===== src/rtl/alu_share_arb_pkg.sv =====
// Shared definitions for the two-requester ALU sharing arbiter: default widths,
// per-requester slot states and the ALUCtl encoding seen by alu_v2.
package alu_share_arb_pkg;

    localparam int DEF_DATA_W = 32;
    localparam int DEF_CTL_W  = 7;

    typedef enum logic [1:0] {
        ST_FREE     = 2'd0,
        ST_INFLIGHT = 2'd1,
        ST_HELD     = 2'd2
    } slot_state_t;

    localparam logic [DEF_CTL_W-1:0] ALU_AND  = 7'h00;
    localparam logic [DEF_CTL_W-1:0] ALU_OR   = 7'h01;
    localparam logic [DEF_CTL_W-1:0] ALU_ADD  = 7'h02;
    localparam logic [DEF_CTL_W-1:0] ALU_XOR  = 7'h03;
    localparam logic [DEF_CTL_W-1:0] ALU_SUB  = 7'h06;
    localparam logic [DEF_CTL_W-1:0] ALU_SLT  = 7'h07;
    localparam logic [DEF_CTL_W-1:0] ALU_SLTU = 7'h08;

endpackage


===== src/rtl/alu_share_arb_if.sv =====
// One requester's request/response channel to the ALU sharing arbiter.
interface alu_share_arb_if
    import alu_share_arb_pkg::*;
#(
    parameter int DATA_W = DEF_DATA_W,
    parameter int CTL_W  = DEF_CTL_W
) ();

    logic              req_valid;
    logic              req_ready;
    logic [CTL_W-1:0]  req_ctl;
    logic [DATA_W-1:0] req_a;
    logic [DATA_W-1:0] req_b;
    logic              rsp_valid;
    logic              rsp_ready;
    logic [DATA_W-1:0] rsp_out;
    logic              rsp_br;

    modport master (
        output req_valid, req_ctl, req_a, req_b, rsp_ready,
        input  req_ready, rsp_valid, rsp_out, rsp_br
    );

    modport slave (
        input  req_valid, req_ctl, req_a, req_b, rsp_ready,
        output req_ready, rsp_valid, rsp_out, rsp_br
    );

endinterface


===== src/rtl/alu_share_arb_slot.sv =====
// Per-requester slot: tracks one outstanding op and buffers its result until drained.
//   state       | meaning
//   ST_FREE     | no op outstanding, may be granted
//   ST_INFLIGHT | operands sit in the ALU input stage, result captured next edge
//   ST_HELD     | result buffered, rsp_valid high until rsp_ready
module alu_share_slot
    import alu_share_arb_pkg::*;
#(
    parameter int DATA_W = DEF_DATA_W
) (
    input  logic              clk,
    input  logic              rst_n,
    input  logic              i_accept,
    input  logic              i_capture,
    input  logic [DATA_W-1:0] i_alu_out,
    input  logic              i_alu_br,
    input  logic              i_rsp_ready,
    output logic              o_free,
    output logic              o_rsp_valid,
    output logic [DATA_W-1:0] o_rsp_out,
    output logic              o_rsp_br
);

    slot_state_t r_state;
    slot_state_t w_state_nxt;

    always_ff @(posedge clk or negedge rst_n) begin
        if (!rst_n) begin
            r_state <= ST_FREE;
        end else begin
            r_state <= w_state_nxt;
        end
    end

    always_comb begin
        w_state_nxt = r_state;
        unique case (r_state)
            ST_FREE:     if (i_accept) w_state_nxt = ST_INFLIGHT;
            ST_INFLIGHT: w_state_nxt = ST_HELD;
            ST_HELD:     if (i_rsp_ready) w_state_nxt = ST_FREE;
            default:     w_state_nxt = ST_FREE;
        endcase
    end

    always_comb begin
        o_free      = 1'b0;
        o_rsp_valid = 1'b0;
        unique case (r_state)
            ST_FREE:     o_free = 1'b1;
            ST_INFLIGHT: ;
            ST_HELD:     o_rsp_valid = 1'b1;
            default:     ;
        endcase
    end

    // Capture is only ever pulsed on the INFLIGHT->HELD edge, so HELD data stays stable.
    always_ff @(posedge clk or negedge rst_n) begin
        if (!rst_n) begin
            o_rsp_out <= '0;
            o_rsp_br  <= 1'b0;
        end else if (i_capture) begin
            o_rsp_out <= i_alu_out;
            o_rsp_br  <= i_alu_br;
        end
    end

endmodule


===== src/rtl/alu_share_arb.sv =====
// Round-robin share of one external combinational ALU between two requesters:
// registers the winner's operands into the ALU input stage and routes the result back.
module alu_share_arb
    import alu_share_arb_pkg::*;
#(
    parameter int DATA_W = DEF_DATA_W,
    parameter int CTL_W  = DEF_CTL_W
) (
    input  logic              clk,
    input  logic              rst_n,
    alu_share_arb_if.slave    if_req0,
    alu_share_arb_if.slave    if_req1,
    output logic [CTL_W-1:0]  o_alu_ctl,
    output logic [DATA_W-1:0] o_alu_a,
    output logic [DATA_W-1:0] o_alu_b,
    input  logic [DATA_W-1:0] i_alu_out,
    input  logic              i_alu_br
);

    logic              w_free0, w_free1;
    logic              w_elig0, w_elig1;
    logic              w_grant0, w_grant1;
    logic              w_cap0, w_cap1;
    logic              w_rsp_valid0, w_rsp_valid1;
    logic [DATA_W-1:0] w_rsp_out0, w_rsp_out1;
    logic              w_rsp_br0, w_rsp_br1;

    logic              r_s1_valid;
    logic              r_s1_id;
    logic              r_last_grant;
    logic [CTL_W-1:0]  r_alu_ctl;
    logic [DATA_W-1:0] r_alu_a;
    logic [DATA_W-1:0] r_alu_b;

    assign w_elig0 = if_req0.req_valid & w_free0;
    assign w_elig1 = if_req1.req_valid & w_free1;

    // On a tie the requester that did not win last time goes first.
    assign w_grant0 = w_elig0 & (~w_elig1 | r_last_grant);
    assign w_grant1 = w_elig1 & (~w_elig0 | ~r_last_grant);

    assign if_req0.req_ready = w_free0 & w_grant0;
    assign if_req1.req_ready = w_free1 & w_grant1;

    always_ff @(posedge clk or negedge rst_n) begin
        if (!rst_n) begin
            r_s1_valid   <= 1'b0;
            r_s1_id      <= 1'b0;
            r_last_grant <= 1'b1;
            r_alu_ctl    <= '0;
            r_alu_a      <= '0;
            r_alu_b      <= '0;
        end else begin
            r_s1_valid <= w_grant0 | w_grant1;
            if (w_grant0) begin
                r_s1_id      <= 1'b0;
                r_last_grant <= 1'b0;
                r_alu_ctl    <= if_req0.req_ctl;
                r_alu_a      <= if_req0.req_a;
                r_alu_b      <= if_req0.req_b;
            end else if (w_grant1) begin
                r_s1_id      <= 1'b1;
                r_last_grant <= 1'b1;
                r_alu_ctl    <= if_req1.req_ctl;
                r_alu_a      <= if_req1.req_a;
                r_alu_b      <= if_req1.req_b;
            end
        end
    end

    assign o_alu_ctl = r_alu_ctl;
    assign o_alu_a   = r_alu_a;
    assign o_alu_b   = r_alu_b;

    assign w_cap0 = r_s1_valid & ~r_s1_id;
    assign w_cap1 = r_s1_valid & r_s1_id;

    alu_share_slot #(.DATA_W(DATA_W)) u_slot0 (
        .clk         (clk),
        .rst_n       (rst_n),
        .i_accept    (w_grant0),
        .i_capture   (w_cap0),
        .i_alu_out   (i_alu_out),
        .i_alu_br    (i_alu_br),
        .i_rsp_ready (if_req0.rsp_ready),
        .o_free      (w_free0),
        .o_rsp_valid (w_rsp_valid0),
        .o_rsp_out   (w_rsp_out0),
        .o_rsp_br    (w_rsp_br0)
    );

    alu_share_slot #(.DATA_W(DATA_W)) u_slot1 (
        .clk         (clk),
        .rst_n       (rst_n),
        .i_accept    (w_grant1),
        .i_capture   (w_cap1),
        .i_alu_out   (i_alu_out),
        .i_alu_br    (i_alu_br),
        .i_rsp_ready (if_req1.rsp_ready),
        .o_free      (w_free1),
        .o_rsp_valid (w_rsp_valid1),
        .o_rsp_out   (w_rsp_out1),
        .o_rsp_br    (w_rsp_br1)
    );

    assign if_req0.rsp_valid = w_rsp_valid0;
    assign if_req0.rsp_out   = w_rsp_out0;
    assign if_req0.rsp_br    = w_rsp_br0;
    assign if_req1.rsp_valid = w_rsp_valid1;
    assign if_req1.rsp_out   = w_rsp_out1;
    assign if_req1.rsp_br    = w_rsp_br1;

endmodule


===== src/flat_wrapper.sv =====
// flat-port wrapper written by rule: the top's interface ports become plain ports
module alu_share_arb_flat import alu_share_arb_pkg::*;
#(
    parameter int DATA_W = DEF_DATA_W,
    parameter int CTL_W  = DEF_CTL_W
)
  (clk, rst_n, o_alu_ctl, o_alu_a, o_alu_b, i_alu_out, i_alu_br, if_req0_req_valid, if_req0_req_ctl, if_req0_req_a, if_req0_req_b, if_req0_rsp_ready, if_req0_req_ready, if_req0_rsp_valid, if_req0_rsp_out, if_req0_rsp_br, if_req1_req_valid, if_req1_req_ctl, if_req1_req_a, if_req1_req_b, if_req1_rsp_ready, if_req1_req_ready, if_req1_rsp_valid, if_req1_rsp_out, if_req1_rsp_br);
  alu_share_arb_if #(.DATA_W(DATA_W), .CTL_W(CTL_W)) if_req0_i ();
  alu_share_arb_if #(.DATA_W(DATA_W), .CTL_W(CTL_W)) if_req1_i ();
  input  logic clk;
  input  logic rst_n;
  output logic [CTL_W-1:0] o_alu_ctl;
  output logic [DATA_W-1:0] o_alu_a;
  output logic [DATA_W-1:0] o_alu_b;
  input  logic [DATA_W-1:0] i_alu_out;
  input  logic i_alu_br;
  input wire logic [$bits(if_req0_i.req_valid)-1:0] if_req0_req_valid;
  input wire logic [$bits(if_req0_i.req_ctl)-1:0] if_req0_req_ctl;
  input wire logic [$bits(if_req0_i.req_a)-1:0] if_req0_req_a;
  input wire logic [$bits(if_req0_i.req_b)-1:0] if_req0_req_b;
  input wire logic [$bits(if_req0_i.rsp_ready)-1:0] if_req0_rsp_ready;
  output wire logic [$bits(if_req0_i.req_ready)-1:0] if_req0_req_ready;
  output wire logic [$bits(if_req0_i.rsp_valid)-1:0] if_req0_rsp_valid;
  output wire logic [$bits(if_req0_i.rsp_out)-1:0] if_req0_rsp_out;
  output wire logic [$bits(if_req0_i.rsp_br)-1:0] if_req0_rsp_br;
  input wire logic [$bits(if_req1_i.req_valid)-1:0] if_req1_req_valid;
  input wire logic [$bits(if_req1_i.req_ctl)-1:0] if_req1_req_ctl;
  input wire logic [$bits(if_req1_i.req_a)-1:0] if_req1_req_a;
  input wire logic [$bits(if_req1_i.req_b)-1:0] if_req1_req_b;
  input wire logic [$bits(if_req1_i.rsp_ready)-1:0] if_req1_rsp_ready;
  output wire logic [$bits(if_req1_i.req_ready)-1:0] if_req1_req_ready;
  output wire logic [$bits(if_req1_i.rsp_valid)-1:0] if_req1_rsp_valid;
  output wire logic [$bits(if_req1_i.rsp_out)-1:0] if_req1_rsp_out;
  output wire logic [$bits(if_req1_i.rsp_br)-1:0] if_req1_rsp_br;
  assign if_req0_i.req_valid = if_req0_req_valid;
  assign if_req0_i.req_ctl = if_req0_req_ctl;
  assign if_req0_i.req_a = if_req0_req_a;
  assign if_req0_i.req_b = if_req0_req_b;
  assign if_req0_i.rsp_ready = if_req0_rsp_ready;
  assign if_req0_req_ready = if_req0_i.req_ready;
  assign if_req0_rsp_valid = if_req0_i.rsp_valid;
  assign if_req0_rsp_out = if_req0_i.rsp_out;
  assign if_req0_rsp_br = if_req0_i.rsp_br;
  assign if_req1_i.req_valid = if_req1_req_valid;
  assign if_req1_i.req_ctl = if_req1_req_ctl;
  assign if_req1_i.req_a = if_req1_req_a;
  assign if_req1_i.req_b = if_req1_req_b;
  assign if_req1_i.rsp_ready = if_req1_rsp_ready;
  assign if_req1_req_ready = if_req1_i.req_ready;
  assign if_req1_rsp_valid = if_req1_i.rsp_valid;
  assign if_req1_rsp_out = if_req1_i.rsp_out;
  assign if_req1_rsp_br = if_req1_i.rsp_br;
  alu_share_arb #(.DATA_W(DATA_W), .CTL_W(CTL_W)) u_core (.clk(clk), .rst_n(rst_n), .if_req0(if_req0_i), .if_req1(if_req1_i), .o_alu_ctl(o_alu_ctl), .o_alu_a(o_alu_a), .o_alu_b(o_alu_b), .i_alu_out(i_alu_out), .i_alu_br(i_alu_br));
endmodule

===== config.mk =====
export PLATFORM = sky130hd
export DESIGN_NAME = alu_share_arb_flat
export DESIGN_NICKNAME = d
export VERILOG_FILES = /design/src/rtl/alu_share_arb_pkg.sv /design/src/rtl/alu_share_arb_if.sv /design/src/rtl/alu_share_arb_slot.sv /design/src/rtl/alu_share_arb.sv /design/src/flat_wrapper.sv
export SDC_FILE = /design/constraint.sdc
export NUM_CORES = 1
export LEC_CHECK = 0
export CAP_MARGIN = 20
export CORE_ASPECT_RATIO = 2
export CORE_MARGIN = 2
export CORE_UTILIZATION = 35
export DETAILED_ROUTE_END_ITERATION = 12
export PLACE_DENSITY_LB_ADDON = 0.2
export SYNTH_ARGS = -nofsm -noshare
export SYNTH_HDL_FRONTEND = slang
export SYNTH_HIERARCHICAL = 1
export SYNTH_SLANG_ARGS = --single-unit

===== constraint.sdc =====
create_clock -name clk -period 2.06 [get_ports clk]
set_input_delay 0.412 -clock clk [delete_from_list [all_inputs] [get_ports clk]]
set_output_delay 0.412 -clock clk [all_outputs]
set_load 0.05 [all_outputs]

After elaboration in Yosys (flattened, before gate mapping). Index checks and enable logic that the tools add are counted.

Eq/ne operators: 8. Multiplexer cells: 18. Bitwise logic cells: 15. Reductions and logical operators: 5.

Operators with widths (number): $mux 32 (4); $mux 7 (2); $pmux 2 s3 (2); $and 1x1->1 (8); $mux 2 (4); $mux 1 (6); $eq 2x1->1 const B (2); $eq 2x2->1 const B (2); $logic_not 2->1 (2); $ne 2x1->1 const B (2); $ne 2x2->1 const B (2); $not 1->1 (4); $reduce_and 2->1 (2); $or 1x1->1 (3); $reduce_bool 2->1 (1).

Flip-flop bits (word level): 144. Input port bits: 181. Output and inout port bits: 141. Word-level logic and storage cells: 58.

Longest topological paths before layout. Gate-level depths: netlist of the first run.

Depth after elaboration: 8. Gate-level depth with buffers: 7. Mapped depth without buffers: 5.

Modules after synthesis. The synthesis of the first run kept the hierarchy.

By module, submodules not included: alu_share_arb (times used 1, cells an instance 254, area each 3343.2 um2, seq. area each 1853.0 um2); alu_share_slot (times used 2, cells an instance 77, area each 1462.7 um2, seq. area each 875.8 um2).

Worst setup path before layout of the first run. Ideal clock, no wire load.

Path kind: flip-flop to output port. From: register u_core.u_slot0.r_state[1]. To: output port if_req0_req_ready. Arrival time: 1.457 ns. Required time: 1.648 ns. Slack: 0.191 ns. Stages on the path, launching flop included: 7. Buffers on the path: 2. Cell sequence: dfrtp_1 > nor2_1 > nand2_1 > o21bai_1 > buf_6 > buf_6 > inv_1.

Longest elaborated chain between the ends: 5.

RTL lines: from (decl) (line alu_share_arb_slot.sv:24) `slot_state_t r_state;`; from (signal assigned) (line alu_share_arb_slot.sv:31) `r_state <= w_state_nxt;`; $logic_not 2->1 (*) (line alu_share_arb_slot.sv:48) `unique case (r_state)`; $mux 1 (*) (line alu_share_arb_slot.sv:48); via u_core.w_free0 (line alu_share_arb.sv:20) `logic w_free0, w_free1;`; $and 1x1->1 (line alu_share_arb.sv:35) `assign w_elig0 = if_req0.req_valid & w_free0;`; $and 1x1->1 (line alu_share_arb.sv:39) `assign w_grant0 = w_elig0 & (~w_elig1 | r_last_grant);`; $and 1x1->1 (*) (line alu_share_arb.sv:42) `assign if_req0.req_ready = w_free0 & w_grant0;`; to (decl) (line flat_wrapper.sv:22) `output wire logic [$bits(if_req0_i.req_ready)-1:0] if_req0_req_ready;`.

The timed path passes the listed nets; every way through them passes the cells marked *.

Worst setup path after layout of the first run.
From: register u_core.r_alu_a[10] (netlist: u_core/o_alu_a[10]). To: output port o_alu_a[10].

RTL lines: from (decl) (line alu_share_arb.sv:32) `logic [DATA_W-1:0] r_alu_a;`; from (signal assigned) (line alu_share_arb.sv:59) `r_alu_a <= if_req0.req_a;`; from (signal assigned) (line alu_share_arb.sv:65) `r_alu_a <= if_req1.req_a;`; to (decl) (line flat_wrapper.sv:13) `output logic [DATA_W-1:0] o_alu_a;`.

No word-level cell between the ends.

==> flow_metrics.py, run 1 <==
metrics = {
    "timing": {
        "rsz0062_at_grt": "no",
        "setup_viol_count_final": 0,
        "drv_slew": 0,
        "skew_ns": 0.00929,
        "setup_ws_ns": 0.0297,
        "maxSlewHeadroom_pct": 61.5,
        "min_period_ns": 2.03,
        "max_slew.worst_pin.slew_ns": 0.576,
        "fin_tns_setup_ns": 0,
        "finalHoldViolations": 0,
        "max_freq_mhz": 493,
        "period_share_pct": 98.6,
    },
    "finish": {
        "layout.nets": 915,
        "layout_commonest_cell": "clkdlybuf4s50_1",
        "syn_to_final_growth_pct": 65.6,
        "final_cell_mix": "clkdlybuf4s50_1, dfrtp_1, nand2b_1",
        "fin_area_um2": 10400,
        "final_cells": 961,
        "fillCellCount": 1437,
        "multi_input_area_um2": 2390,
        "drive_gt1_share_pct": 18.1,
        "seqCellArea_um2": 3600,
    },
    "floorplan": {
        "fp.dieH_um": 193,
        "io_pins": 322,
        "design.die.area_um2": 19100,
        "start_util_pct": 35.4,
        "die_x_um": 98.6,
        "row_count": 69,
        "fp.coreArea_um2": 17700,
    },
    "drt": {
        "wl_um": 19800,
        "vias": 4795,
        "viasPerCell": 4.99,
        "drtIter0Drc": 164,
        "drt_pass1_iterations": 7,
        "wl_per_cell_um": 20.6,
        "ant_nets": 0,
        "drc": 0,
    },
    "critical_path": {
        "path_class": "flip-flop to primary output",
        "path_buf_inv": 1,
        "cp.required_ns": 1.65,
        "critPathSlowestCell": "clkdlybuf4s50_1",
        "reg2reg_depth": 6,
        "critical_path.cell_chain": "clkdlybuf4s50_1",
        "crit_family": "buffers and inverters",
        "cp-end-kind": "primary output",
        "critPathMaxFanout": 2,
        "slowest_delay_ns": 0.84,
        "cp-start-kind": "flip-flop",
        "cp.arrival_ns": 1.62,
        "cp.depth": 1,
    },
    "clocking": {
        "clock_latency_ns": 0.42,
        "clock-root-buffer": "clkbuf_16",
        "cts_setup_buffers": 0,
        "cts.path.max_buffers": 2,
        "cts.htree.levels": 4,
        "clk_pin_slew_ns": 0.06,
        "cts_buffers": 17,
        "tritoncts": "done",
        "cts_sinks": 144,
    },
    "power": {
        "p_leak_nw": 4.34,
        "ir_worst_vdd_mv": 0.952,
        "power.total_w": 0.0211,
        "p_per_area_nw_per_um2": 2030,
    },
    "logic_synthesis": {
        "yosysSeqAreaShare_pct": 57.5,
        "synth_area_per_cell_um2": 15.4,
        "ys_warn_count": 6,
        "syn-cell-area_um2": 6270,
        "synthDistinctLibCells": 21,
        "syn_inst": 408,
        "ys_ff_latch": 144,
        "syn-num-nets": 589,
    },
    "global_routing": {
        "grt_start_max_net_pins": 66,
        "grt_usage_pct": 20.9,
        "grt_antenna_before_repair": 1,
        "grt_pass1_vias": 5394,
        "grt_first_pass_wirelength_um": 30600,
        "gr-total-overflow": 0,
    },
    "flow_run": {
        "max_cap_violations": 0,
    },
    "place": {
        "gp_congestion": 0.771,
        "dp_cells": 927,
        "hpwl_um": 14600,
        "io_buffers": 321,
        "place_ws_ns": 0.0748,
        "dpl-instance-area_um2": 9670,
    },
    "outcome": {
        "outcome": "complete, no violations",
    },
    "hold_path": {
        "hold_class": "primary input to asynchronous set/reset pin",
    },
}
[per-layer routing]
| layer | global-route usage (%) | wire, um | share of wire (%) |
|---|---|---|---|
| met1 | 22.9 | 7110 | 36 |
| met2 | 37.1 | 10700 | 54 |
| met3 | 5.49 | 1290 | 6.5 |
| met4 | 9.69 | 652 | 3.3 |
| met5 | 0 | 0 | 0 |
[kinds of logic after synthesis]
family,after synthesis,share of synthesized area [%]
buffers and inverters,35,4.91
and+or+nand+nor,86,8.32
AOI/OAI and AO/OA,75,13.5
DFF,144,57.5
muxes,68,15.8
[metrics by stage]
stage                     util, %  hold WS, ns
after floorplan                 -        0.116
after global placement       54.7        0.388
after detailed placement     54.7        0.400
after CTS                    58.4        0.513
after global routing         58.7        0.523
final                        58.7        0.504
[final timing paths]
path	from	end	slack, ns
setup / recovery	u_core/o_alu_a[10]	o_alu_a[10]	0.03
hold / removal	rst_n	u_core/u_slot1/o_rsp_out[30]	0.50
setup reg to reg	u_core/u_slot0/r_state[0]	u_core/o_alu_ctl[2]	0.53
hold reg to reg	u_core/u_slot0/o_rsp_out[21]	u_core/u_slot0/o_rsp_out[21]	0.51
max in group asynchronous	rst_n	u_core/o_alu_a[26]	0.91
min in group clk	u_core/u_slot0/o_rsp_out[21]	u_core/u_slot0/o_rsp_out[21]	0.51
[what timing repair did]
action / 4_1_cts / 5_1_grt
hold buffers: 1 / 0
endpoints found under the setup margin: 5 / 16
resized for setup: 5 / 16
endpoints found under the hold margin: 44 / 0
cloned: 0 / 0
[cell type report]
cell class	instances	area share, %
timing repair buffer	337	33.2
multi-input combinational	229	23.0
sequential	144	34.7
tap	213	2.57
clock buffer	19	4.27
antenna	1	0.0241
inverter	5	0.181
clock inverter	13	2.01
[synth_stat cells]
library cell    n  area [um^2]
clkbuf_1        6         22.5
a22oi_4         1         21.3
o221a_1        68          766
nor2b_1         3         18.8
o221a_2         3         33.8
buf_12          6          120
o21a_1          2         15.0
o21bai_1        1         7.51
mux2_4         60          901
nor2_1          4         15.0
nand2_1         2         7.51
dfrtp_1       143         3580
dfstp_2         1         26.3
buf_2           9         45.0
buf_6           9          101
nand2b_1       71          444
nand3_1         1         5.00
mux2_2          8         90.1
nand2_2         1         6.26
and2_1          4         25.0
inv_1           5         18.8
[power by group]
part	total (W)	internal [W]	switching, W
Clock	0.00341	0.00219	0.00122
Combinational	0.0126	0.00510	0.00751
Sequential	0.00511	0.00428	0.000825
Total	0.0211	0.0116	0.00956
[state kept, by name, indices dropped and copies added, names as in the netlist, 2 cells and up]
register,flops
u_core/u_slot1/o_rsp_out,32
u_core/o_alu_b,32
u_core/o_alu_a,32
u_core/u_slot0/o_rsp_out,32
u_core/u_slot0/r_state,2
u_core/o_alu_ctl,7
u_core/u_slot1/r_state,2
Note: power is estimated with default switching activity, not from simulation.
==> inputs of run 2 (changes only) <==
- TNS_END_PERCENT: not set -> 50
==> results of run 2 <==
No change in the layout: final DEF, timing and power equal those of run 1.
==> inputs of run 3 (changes only) <==
- CORE_UTILIZATION: 35 -> 40
==> flow_metrics.py, run 3 (synthesis gave the netlist of run 1 again) <==
metrics = {
    "global_routing": {
        "grt_first_pass_wirelength_um": 30000,
        "grt_pass1_vias": 5476,
        "grt_usage_pct": 23.5,
        "gr-total-overflow": 0,
        "grt_antenna_before_repair": 1,
        "grt_start_max_net_pins": 73,
    },
    "drt": {
        "ant_nets": 0,
        "wl_um": 19600,
        "drtIter0Drc": 202,
        "viasPerCell": 5.14,
        "wl_per_cell_um": 20.9,
        "drc": 0,
        "drt_pass1_iterations": 4,
        "vias": 4834,
    },
    "clocking": {
        "cts_buffers": 17,
        "tritoncts": "done",
        "cts.path.max_buffers": 2,
        "clock-root-buffer": "clkbuf_16",
        "clock_latency_ns": 0.41,
        "cts_setup_buffers": 0,
        "cts_sinks": 144,
        "cts.htree.levels": 4,
        "clk_pin_slew_ns": 0.06,
    },
    "timing": {
        "max_slew.worst_pin.slew_ns": 0.595,
        "drv_slew": 0,
        "maxSlewHeadroom_pct": 60.5,
        "max_freq_mhz": 494,
        "setup_viol_count_final": 0,
        "fin_tns_setup_ns": 0,
        "finalHoldViolations": 0,
        "min_period_ns": 2.03,
        "period_share_pct": 98.4,
        "skew_ns": 0.00761,
        "holdWs_ns": 0.482,
        "rsz0062_at_grt": "no",
    },
    "power": {
        "p_per_area_nw_per_um2": 2030,
        "p_int_w": 0.0112,
        "switchingPower_w": 0.00961,
        "p_leak_nw": 4.30,
        "p_comb_share_pct": 60.6,
        "clock_power_share_pct": 14.8,
        "seqPwrFrac_pct": 24.6,
        "ir_worst_vdd_mv": 1.03,
        "switching_share_pct": 46.3,
    },
    "floorplan": {
        "fp.coreArea_um2": 15300,
        "start_util_pct": 41.0,
        "io_pins": 322,
        "die_x_um": 92.5,
        "fp.dieH_um": 181,
        "row_count": 64,
        "design.die.area_um2": 16700,
    },
    "critical_path": {
        "critical_path.cell_chain": "clkdlybuf4s50_1",
        "critPathMaxFanout": 2,
        "cp.arrival_ns": 1.61,
        "cp.required_ns": 1.65,
        "path_buf_inv": 1,
        "critPathSlowestCell": "clkdlybuf4s50_1",
        "reg2reg_depth": 5,
        "cp.depth": 1,
        "crit_family": "buffers and inverters",
        "cp-start-kind": "flip-flop",
        "cp-end-kind": "primary output",
        "slowest_delay_ns": 0.84,
        "path_class": "flip-flop to primary output",
    },
    "finish": {
        "layout.nets": 910,
        "drive_gt1_share_pct": 17.3,
        "fillCellCount": 1131,
        "fin_area_um2": 10300,
        "seqCellArea_um2": 3600,
        "syn_to_final_growth_pct": 63.6,
        "layout_commonest_cell": "clkdlybuf4s50_1",
        "multi_input_area_um2": 2390,
        "final_cell_mix": "clkdlybuf4s50_1, dfrtp_1, nand2b_1",
    },
    "place": {
        "io_buffers": 321,
        "gp_congestion": 0.816,
        "dpl-instance-area_um2": 9620,
        "hpwl_um": 14300,
    },
    "outcome": {
        "outcome": "complete, no violations",
    },
    "hold_path": {
        "hold_class": "primary input to asynchronous set/reset pin",
    },
    "flow_run": {
        "max_cap_violations": 0,
    },
}
==> run 3: cell types whose count changed in the layout (fill, tap and decap cells not counted) <==
cell / before / now
and2_1: 2 / 3
and2_4: 1 / 0
buf_4: 15 / 9
bufinv_16: 5 / 2
clkbuf_8: 1 / 2
clkdlybuf4s50_1: 295 / 290
clkinvlp_4: 3 / 5
dlygate4sd2_1: 3 / 9
==> run 3: metrics by stage <==
| stage | util [%] | std cells | setup slack (ns) | power (W) |
|---|---|---|---|---|
| 2_1_floorplan | - | 408 | 0.191 | 0.0138 |
| 3_3_place_gp | 62.9 | 907 | 0.154 | 0.0176 |
| 3_5_place_dp | 62.9 | 907 | 0.113 | 0.0178 |
| 4_1_cts | 66.8 | 940 | 0.00271 | 0.0209 |
| 5_1_grt | 67.1 | 941 | 0.0000269 | 0.0216 |
| 6_report | 67.1 | 941 | 0.0337 | 0.0208 |
==> run 3: path summary, 6_finish.rpt <==
path,end,start,slack (ns)
max in group asynchronous,u_core/r_last_grant,rst_n,0.92
min in group clk,u_core/u_slot1/o_rsp_out[1],u_core/u_slot1/o_rsp_out[1],0.51
worst max register to register,u_core/o_alu_b[31],u_core/u_slot0/r_state[1],0.51
worst max-delay path,o_alu_b[30],u_core/o_alu_b[30],0.03
worst min-delay path,u_core/o_alu_a[13],rst_n,0.48
worst min register to register,u_core/u_slot1/o_rsp_out[1],u_core/u_slot1/o_rsp_out[1],0.51
==> run 3: layout make-up <==
cell class / count / share of cell area, %
diodes: 1 / 0.0244
clock buffers: 20 / 4.45
clock inverters: 12 / 1.31
inverters: 5 / 0.183
multi-input cells: 229 / 23.3
flip-flops and latches: 144 / 35.1
well taps: 198 / 2.42
repair buffers: 332 / 33.2
==> run 3: what timing repair did <==
action                                 CTS  global route
setup endpoints to repair               11            16
hold buffers                             1             0
endpoints found under the hold margin   38             0
resized for setup                       10            16
==> run 3: power by group through the flow <==
stage | Combinational [W] | Clock [W] | Sequential (W)
3_3_place_gp | 0.0125 | 0 | 0.00506
4_1_cts | 0.0127 | 0.00314 | 0.00512
5_1_grt | 0.0130 | 0.00327 | 0.00530
6_report | 0.0126 | 0.00307 | 0.00512
3_5_place_dp | 0.0127 | 0 | 0.00509
2_1_floorplan | 0.00403 | 0 | 0.00974
==> run 3: routing by layer <==
layer | up-vias | global-route usage, % | part of all wire, %
met4 | 0 | 13.1 | 4.6
met5 | - | 0 | 0
met1 | 2407 | 24.1 | 35
li1 | 2151 | - | -
met2 | 232 | 42.2 | 54
met3 | 44 | 6.59 | 6.2
